$ cat src/rtl/euler_pkg.sv
// euler_pkg: shared widths, Q8.8 limits and FSM states for the Euler solver stages
package euler_pkg;
  localparam int DATA_W = 16;
  localparam int FRAC_W = 8;
  localparam int CNT_W = 8;
  localparam logic [DATA_W-1:0] Q_MAX = 16'h7FFF;
  localparam logic [DATA_W-1:0] Q_MIN = 16'h8000;
  typedef enum logic [1:0] {IDLE, ACCUM, DONE} state_t;
endpackage

$ cat src/rtl/sat_add.sv
// sat_add: signed saturating adder with saturation flag
module sat_add import euler_pkg::*; #(
  parameter int W = DATA_W
) (
  input  logic [W-1:0] a,
  input  logic [W-1:0] b,
  output logic [W-1:0] sum,
  output logic         sat
);
  logic [W:0] s;
  always_comb begin
    s = {a[W-1], a} + {b[W-1], b};
    sat = s[W] ^ s[W-1];
    sum = sat ? {s[W], {(W-1){~s[W]}}} : s[W-1:0];
  end
endmodule

$ cat src/rtl/euler_accumulator.sv
// euler_accumulator: counted saturating Q8.8 accumulator with sticky overflow
module euler_accumulator #(
  parameter int DATA_W = euler_pkg::DATA_W,
  parameter int CNT_W = euler_pkg::CNT_W
) (
  input  logic              clk,
  input  logic              reset,
  input  logic              i_start,
  input  logic [DATA_W-1:0] i_init,
  input  logic [CNT_W-1:0]  i_count,
  input  logic              i_valid,
  input  logic [DATA_W-1:0] i_product,
  input  logic              i_overflow,
  output logic              o_ready,
  output logic [DATA_W-1:0] o_result,
  output logic [CNT_W-1:0]  o_step,
  output logic              o_done,
  output logic              o_overflow
);
  import euler_pkg::*;
  state_t state, state_n;
  logic [DATA_W-1:0] acc, sum;
  logic [CNT_W-1:0] step, cnt, step_inc;
  logic ovf, sat, accept, load;
  sat_add #(.W(DATA_W)) u_sat (.a(acc), .b(i_product), .sum(sum), .sat(sat));
  always_comb begin
    o_ready = state == ACCUM;
    accept = i_valid && o_ready;
    load = i_start && !o_ready;
    step_inc = step + CNT_W'(1);
    state_n = load ? (i_count == '0 ? DONE : ACCUM) : (accept && step_inc == cnt) ? DONE : state;
  end
  always_ff @(posedge clk) begin
    if (reset) begin
      state <= IDLE;
      acc <= '0;
      step <= '0;
      cnt <= '0;
      ovf <= 1'b0;
    end else begin
      state <= state_n;
      if (load) begin
        acc <= i_init;
        step <= '0;
        cnt <= i_count;
        ovf <= 1'b0;
      end else if (accept) begin
        acc <= sum;
        step <= step_inc;
        ovf <= ovf | i_overflow | sat;
      end
    end
  end
  assign o_result = acc;
  assign o_step = step;
  assign o_done = state == DONE;
  assign o_overflow = ovf;
endmodule
$ cat config.mk
export PLATFORM = sky130hd
export DESIGN_NAME = euler_accumulator
export DESIGN_NICKNAME = d
export VERILOG_FILES = /design/src/rtl/euler_pkg.sv /design/src/rtl/sat_add.sv /design/src/rtl/euler_accumulator.sv
export SDC_FILE = /design/constraint.sdc
export NUM_CORES = 1
export LEC_CHECK = 0
export CAP_MARGIN = 20
export CORE_ASPECT_RATIO = 0.5
export CORE_MARGIN = 2
export CORE_UTILIZATION = 50
export DETAILED_ROUTE_END_ITERATION = 10
export HOLD_SLACK_MARGIN = 0.02
export PLACE_DENSITY = 0.85
export SLEW_MARGIN = 25
export SYNTH_ARGS = -nofsm -noshare
export SYNTH_HDL_FRONTEND = slang
export SYNTH_HIERARCHICAL = 1
export SYNTH_SLANG_ARGS = --single-unit
$ cat constraint.sdc
create_clock -name clk -period 3.96 [get_ports clk]
set_input_delay 0.792 -clock clk [delete_from_list [all_inputs] [get_ports clk]]
set_output_delay 0.792 -clock clk [all_outputs]
set_load 0.1 [all_outputs]
### After elaboration in Yosys (flattened, before gate mapping)

Cells that the tools add are included.

| word-level totals | value |
|---|---|
| logic and storage cells | 28 |
| output and inout bits | 27 |
| register bits | 35 |
| input bits | 45 |

| cells by class | value |
|---|---|
| equality and inequality tests | 3 |
| $add $sub $neg | 2 |
| bitwise gates (word level) | 4 |
| reduce and logical (&&, ||, !) cells | 8 |
| muxes and demuxes | 6 |

Operators with widths:

| operator | count |
|---|---|
| $mux W16 | 3 |
| $add A16 B16 Y17 | 1 |
| $add A8 B1 Y8 const B | 1 |
| $eq A8 B8 Y1 | 1 |
| $logic_not A8 Y1 | 1 |
| $mux W2 | 3 |
| $reduce_bool A2 Y1 | 2 |
| $logic_and A1 B1 Y1 | 3 |
| $eq A2 B1 Y1 const B | 1 |
| $eq A2 B2 Y1 const B | 1 |
| $or A1 B1 Y1 | 2 |
| $reduce_or A2 Y1 | 1 |
| $logic_not A1 Y1 | 1 |
| $not A1 Y1 | 1 |
| $xor A1 B1 Y1 | 1 |

### Longest topological paths before layout

Gate-level depths: netlist of the first run.

| depth | value |
|---|---|
| depth in word-level cells | 5 |
| mapped depth | 11 |
| gate-level depth less buffers | 10 |

### By module

The synthesis of the first run kept the hierarchy.

By module, submodules not included:

| module | cells each | area each (sq um) | instances | seq. area each (sq um) |
|---|---|---|---|---|
| euler_accumulator | 223 | 1752.9 | 1 | 700.7 |
| sat_add | 127 | 1022.2 | 1 | 0.0 |

### Least setup slack after synthesis of the first run

No wires, ideal clock.

| timing | value |
|---|---|
| path kind | register to register |
| from | register acc[0], in the netlist o_result[0] |
| to | register acc[11], in the netlist o_result[11] |
| cell stages (with the launch flop) | 12 |
| arrival time | 2.939 ns |
| buffers on the path | 1 |
| library setup time | 0.142 ns |
| required time | 3.818 ns |
| period minus slack after synthesis | 3.081 ns |
| path slack | 0.879 ns |
| cell sequence | dfxtp_1 > ha_1 > fa_1 > a21o_1 > a221oi_4 > o21ai_2 > a31oi_4 > a21oi_4 > buf_6 > maj3_2 > nor2_1 > a311oi_1 |

| between the ends | value |
|---|---|
| cells in the longest elaborated chain, start to end | 5 |
| elaborated cells between the ends (all ways) | 6 |
| classes of those cells | add/sub: 1; mux: 3; bitwise: 2 |

Ends and longest elaborated chain:

| what | line | text |
|---|---|---|
| start, declared | euler_accumulator.sv:22 | `logic [DATA_W-1:0] acc, sum;` |
| start signal, assigned | euler_accumulator.sv:43 | `acc <= i_init;` |
| start signal, assigned | euler_accumulator.sv:48 | `acc <= sum;` |
| $add A16 B16 Y17 (*) | sat_add.sv:12 | `s = {a[W-1], a} + {b[W-1], b};` |
| $xor A1 B1 Y1 or $not A1 Y1 (tied branches) | sat_add.sv:13, sat_add.sv:14 |  |
| $mux W16 (*) | sat_add.sv:14 | `sum = sat ? {s[W], {(W-1){~s[W]}}} : s[W-1:0];` |
| named net sum[11] | euler_accumulator.sv:22 |  |
| $mux W16 (*) | euler_accumulator.sv:47 | `end else if (accept) begin` |
| $mux W16 (*) | euler_accumulator.sv:42 | `if (load) begin` |

The timed path passes the listed nets; every way through them passes the cells marked *. The select of a mux whose other input is x is not followed.
A chain may end at the register's enable or synchronous reset.

### Worst setup path after layout of the first run

| timing | value |
|---|---|
| from | input i_product[0] |
| to | register acc[5], in the netlist o_result[5] |

| between the ends | value |
|---|---|
| cells in the longest elaborated chain, start to end | 5 |
| elaborated cells between the ends (all ways) | 6 |
| classes of those cells | add/sub: 1; mux: 3; bitwise: 2 |

Ends and longest elaborated chain:

| what | line | text |
|---|---|---|
| start, declared | euler_accumulator.sv:12 | `input logic [DATA_W-1:0] i_product,` |
| $add A16 B16 Y17 (*) | sat_add.sv:12 |  |
| $xor A1 B1 Y1 or $not A1 Y1 (tied branches) | sat_add.sv:13, sat_add.sv:14 |  |
| $mux W16 (*) | sat_add.sv:14 |  |
| named net sum[5] | euler_accumulator.sv:22 |  |
| $mux W16 (*) | euler_accumulator.sv:47 |  |
| $mux W16 (*) | euler_accumulator.sv:42 |  |

Marked as above.

==> results.yml, run 1 <==
yosys:
  synth_top_family_by_area: "simple AND/OR/NAND/NOR gates"
  yosysMostFrequentCell: "nand2_1"
  synth_cells: 350
  synthSimpleGateAreaFrac: 0.230
  synth-seq-cells: 35
  synth_fp_nets: 413
  synthMuxAreaShare: 0.00361
  synth_enable_flop_cells: 0
  async_reset_ff_frac: 0
  synthDistinctLibCells: 61
  synth-compound-area-share: 0.228
  ys_dominant_reg_cell: "dfxtp_1"
  yosysSeqAreaShare: 0.252
  synthTopCellsByArea: "dfxtp_1, nand2_1, ha_1"
  synth_top_area_cell: "dfxtp_1"
  ys.warnings.count: 6
  synth_xor_area_frac: 0.0848
  syn-cell-area_um2: 2780
  synth_adder_area_share: 0.147
  synth_area_per_cell_um2: 7.93
  synth_top_area_frac: 0.252
  yosys-top-cells-count: "nand2_1, dfxtp_1, nor2_1"
grt:
  grt_max_degree: 34
  overflow: 0
  grt_pass1_wl_um: 11800
  antenna_found_initial: 0
  grt_use_total: 0.237
  grt_pass1_vias: 2610
route:
  wl_met2_um: 3550
  drcViolationCount: 0
  wl_met3_um: 355
  vias: 2778
  top_layer: "met4"
  post_drt_via_cell_ratio: 5.75
  wl_met1_um: 3140
  wirelength_um: 7190
  drt-wirelength-per-cell_um: 14.9
  drt_first_iter_violations: 193
  final_antenna_net_count: 0
  drt-pass1-iter-count: 4
hold_path:
  hold-path-endpoint: "o_overflow$_SDFFE_PP0P_"
  hold_path_depth: 2
  min-delay-start: "o_overflow$_SDFFE_PP0P_"
  min_path_type: "register to register"
worst_setup_path:
  timing.rr.start: "o_result[0]$_SDFFE_PP0P_"
  cp.arrival_ps: 3480
  reg2reg_depth: 10
  crit_buf_inv: 1
  critPathCaptureType: "register"
  rrSetupSlack_ps: 1180
  crit_chain: "clkdlybuf4s50_1 > ha_1 > fa_1 > a21o_1 > a221oi_4 > o21ai_2 > a31oi_4 > a21oi_4 > maj3_1 > nor2_1 > a311oi_1"
  cp.required_ps: 4100
  slowest_delay_ps: 410
  crit_start: "i_product[0]"
  crit_slowest_cell: "clkdlybuf4s50_1"
  r2r_end: "o_result[5]$_SDFFE_PP0P_"
  critPathTopFamily: "compound AO/OA/AOI/OAI gates"
  cp_max_fo: 17
  cp-start-kind: "input pin"
  crit_type: "input pin to register"
finish:
  syn_to_final_growth_pct: 28.3
  diodes: 0
  fin_area_um2: 3560
  layout-drive-gt1-share: 0.0780
  nets: 474
  instances_no_fill: 483
  post-route-util: 0.657
die:
  core_um2: 5420
  ios: 72
  die_height_um: 56.7
  rows: 19
  dieArea_um2: 6200
  die_w_um: 109
  initial_core_util: 0.512
cts:
  clk_pin_slew_ps: 70
  ctsHoldBuffers: 0
  clkLatencyLatePin_ps: 280
  clock-sinks: 35
  cts_resized: 0
  clockBufferDepth: 2
  clock-root-buffer: "clkbuf_8"
  htreeDepth: 2
  cts_setup_buffers: 0
  cts_tree: "built"
  cts_buffers: 5
pwr:
  leakage_nw: 1.39
  vdd_drop_max_v: 0.000162
  power.density_nw_per_um2: 385
sta:
  finalSetupViolations: 0
  finalCritPeriodShare: 0.843
  worstMarginPinSlew_ps: 1010
  max_slew_margin: 0.328
  hold_violations: 0
  min_period_ps: 3340
  finalSetupTns_ps: 0
  clock.fmax_mhz: 300
  fin_worst_skew_ps: 3.55
  rsz0062_at_grt: "false"
  drv_slew: 0
placement:
  post-place-cells: 477
  place_hpwl_um: 5530
  gp_congestion: 0.854
  numPortBuffers: 71
  dpl_cell_area_um2: 3490
job:
  maxCapViolCount: 0
status:
  status: "complete, no violations"
==> kinds of logic (layout without fill, tap and decap cells) <==
group | Yosys count | count (layout)
simple gates | 141 | 141
fa+ha+maj | 34 | 34
flops | 35 | 35
buf+inv | 30 | 90
compound gates | 83 | 83
xor+xnor | 26 | 26
mux | 1 | 1
==> how the worst max path moves through the flow <==
stage | slack [ps] | to | depth (start not counted)
CTS | 650 | o_result[5]$_SDFFE_PP0P_ | 11
detailed placement | 360 | o_result[5]$_SDFFE_PP0P_ | 11
global route | 530 | o_result[3]$_SDFFE_PP0P_ | 11
global placement | 450 | o_result[4]$_SDFFE_PP0P_ | 11
floorplan | 880 | o_result[11]$_SDFFE_PP0P_ | 11
finish | 620 | o_result[5]$_SDFFE_PP0P_ | 11
==> final cells by class <==
class,count,area (um2)
multi-input combinational,285,1920
sequential,35,701
tap,73,91.3
clock buffer,6,72.6
timing repair buffer,75,741
fill,464,1860
inverter,9,33.8
==> routing by layer <==
layer | global-route usage | vias to the layer above
met4 | 0.0759 | 0
met1 | 0.310 | 1318
met3 | 0.0314 | 17
li1 | - | 1360
met2 | 0.403 | 83
met5 | 0 | -
==> report_power, final <==
part           switching, W  leakage [nW]  internal, W
logic              0.000450          1.06     0.000272
registers         0.0000320         0.287     0.000383
clock network      0.000118        0.0371     0.000117
total              0.000600          1.39     0.000772
==> sequential cells by signal (all words and copies together) (netlist names) <==
register	cells
cnt	8
o_overflow	1
o_result	16
o_step	8
state	2
==> per-stage QoR <==
step	hold slack [ps]	setup slack (ps)	total power (W)
5_1_grt	494	535	0.00145
6_report	458	622	0.00137
2_1_floorplan	440	879	0.000969
3_3_place_gp	442	454	0.00112
4_1_cts	463	652	0.00137
3_5_place_dp	453	363	0.00114
==> tightest hold or removal path, cell delays in order, from the launching register on <==
cell and delay [ps]:
dfxtp_1 310, inv_1 50, a21oi_1 50
==> layout by cell type (no fill, tap or decap), drive strengths merged, types with 8 or more instances in the layout <==
cell	synthesis	routed
clkdlybuf4s50	0	71
nand3	8	8
xor2	12	12
o21ai	10	10
xnor2	14	14
dfxtp	35	35
nor2	36	36
a21oi	23	23
nand2	67	67
ha	17	17
inv	9	9
maj3	16	16
a311oi	16	16
(Power assumes the default switching activity.)
==> inputs of run 2 (changes only) <==
==> constraint.sdc (replaced) <==
create_clock -name clk -period 3.12 [get_ports clk]
set_input_delay 0.624 -clock clk [delete_from_list [all_inputs] [get_ports clk]]
set_output_delay 0.624 -clock clk [all_outputs]
set_load 0.1 [all_outputs]
==> results.yml, run 2 (synthesis results as in run 1) <==
sta:
  worst_slack_ps: 57.9
  finalCritPeriodShare: 0.981
  rsz0062_at_grt: "true"
  clock.fmax_mhz: 327
  min_period_ps: 3060
  finalSetupTns_ps: 0
  worstMarginPinSlew_ps: 699
  hold_violations: 0
  max_slew_margin: 0.534
  fin_worst_skew_ps: 3.92
  drv_slew: 0
  finalSetupViolations: 0
placement:
  numPortBuffers: 71
  dp_slack_ps: -387
  gp_congestion: 0.863
  place_hpwl_um: 5630
grt:
  grt_use_total: 0.247
  grt_pass1_wl_um: 12200
  grt_max_degree: 30
  antenna_found_initial: 0
  overflow: 0
  grt_pass1_vias: 2740
pwr:
  power.density_nw_per_um2: 508
  leakage_nw: 1.52
  vdd_drop_max_v: 0.000217
route:
  drt-pass1-iter-count: 5
  post_drt_via_cell_ratio: 5.71
  wirelength_um: 7460
  final_antenna_net_count: 0
  drt_first_iter_violations: 225
  drcViolationCount: 0
  vias: 2857
  drt-wirelength-per-cell_um: 14.9
worst_setup_path:
  crit_buf_inv: 2
  critPathCaptureType: "register"
  cp.arrival_ps: 3260
  crit_chain: "clkdlybuf4s50_1 > ha_2 > fa_2 > a21o_1 > a221oi_4 > a22oi_2 > buf_4 > a21oi_1 > maj3_2 > nand2_1 > a311oi_1"
  cp-start-kind: "input pin"
  crit_type: "input pin to register"
  slowest_delay_ps: 420
  critPathTopFamily: "compound AO/OA/AOI/OAI gates"
  crit_slowest_cell: "clkdlybuf4s50_1"
  cp.required_ps: 3320
  cp_max_fo: 4
die:
  die_height_um: 56.7
  die_w_um: 109
  initial_core_util: 0.512
  ios: 72
  core_um2: 5420
  dieArea_um2: 6200
  rows: 19
finish:
  syn_to_final_growth_pct: 31.8
  diodes: 0
  layout-drive-gt1-share: 0.187
  fillerInstances: 427
  nets: 489
  layout_common_cells: "nand2_1, clkdlybuf4s50_1, buf_4, dfxtp_1, nor2_1"
  largest_reg_flops: 16
  layout_commonest_cell: "nand2_1"
status:
  status: "complete, no violations"
cts:
  clk_pin_slew_ps: 70
  clockBufferDepth: 2
  clkLatencyLatePin_ps: 290
  htreeDepth: 2
  cts_buffers: 5
  clock-sinks: 35
  ctsHoldBuffers: 0
  cts_tree: "built"
  clock-root-buffer: "clkbuf_8"
job:
  maxCapViolCount: 0
hold_path:
  min_path_type: "register to register"
-- run 2: layout make-up --
type                       instances  area [um2]  area share
sequential                        35         701       0.192
multi-input combinational        286        1940       0.531
tap                               73        91.3      0.0250
inverter                           9        33.8     0.00923
clock buffer                       8         100      0.0274
timing repair buffer              89         791       0.216
-- run 2: worst reg2reg max path, cell delays in order (launching register included) --
cell and delay, ps:
dfxtp_1 330, ha_2 200, fa_2 360, a21o_1 220, a221oi_4 350, a22oi_2 130, buf_4 160, a21oi_1 220
maj3_2 250, nand2_1 50, a311oi_1 270
-- run 2: path summary, 6_finish.rpt --
path,slack [ps],startpoint,end,cells past startpoint
worst max-delay path,60,i_product[0],o_result[10]$_SDFFE_PP0P_,11
worst min-delay path,460,o_overflow$_SDFFE_PP0P_,o_overflow$_SDFFE_PP0P_,2
worst max register to register,480,o_result[0]$_SDFFE_PP0P_,o_result[10]$_SDFFE_PP0P_,10
worst min register to register,460,o_overflow$_SDFFE_PP0P_,o_overflow$_SDFFE_PP0P_,2
-- run 2: through the flow --
| step | cell area (um2) | instances | util | hold WS, ps | power, W |
|---|---|---|---|---|---|
| after floorplan | 2780 | 350 | - | 440 | 0.00123 |
| after global placement | 3530 | 490 | 0.651 | 444 | 0.00146 |
| after detailed placement | 3530 | 490 | 0.651 | 456 | 0.00148 |
| after CTS | 3640 | 499 | 0.672 | 464 | 0.00185 |
| after global routing | 3660 | 500 | 0.675 | 479 | 0.00195 |
| final | 3660 | 500 | 0.675 | 459 | 0.00186 |
-- run 2: timing repair --
item                                    4_1_cts  5_1_grt
buffers inserted                              1        0
gates cloned                                  0        1
gates resized for setup                       1        3
endpoints found under the setup margin        3       15
pin swaps                                     1        5
-- run 2: per-layer routing --
| layer | GRT usage | routed length, um | vias to the layer above |
|---|---|---|---|
| met5 | 0 | 0 | - |
| met1 | 0.316 | 3310 | 1345 |
| met4 | 0.0868 | 120 | 0 |
| met3 | 0.0325 | 349 | 13 |
| li1 | - | - | 1409 |
| met2 | 0.426 | 3690 | 90 |
-- run 2: report_power, final --
group          internal (W)  switching, W  leakage (nW)  total, W
logic              0.000379      0.000589          1.18  0.000967
clock network      0.000201      0.000159        0.0515  0.000361
registers          0.000486     0.0000424         0.287  0.000529
total               0.00107      0.000791          1.52   0.00186
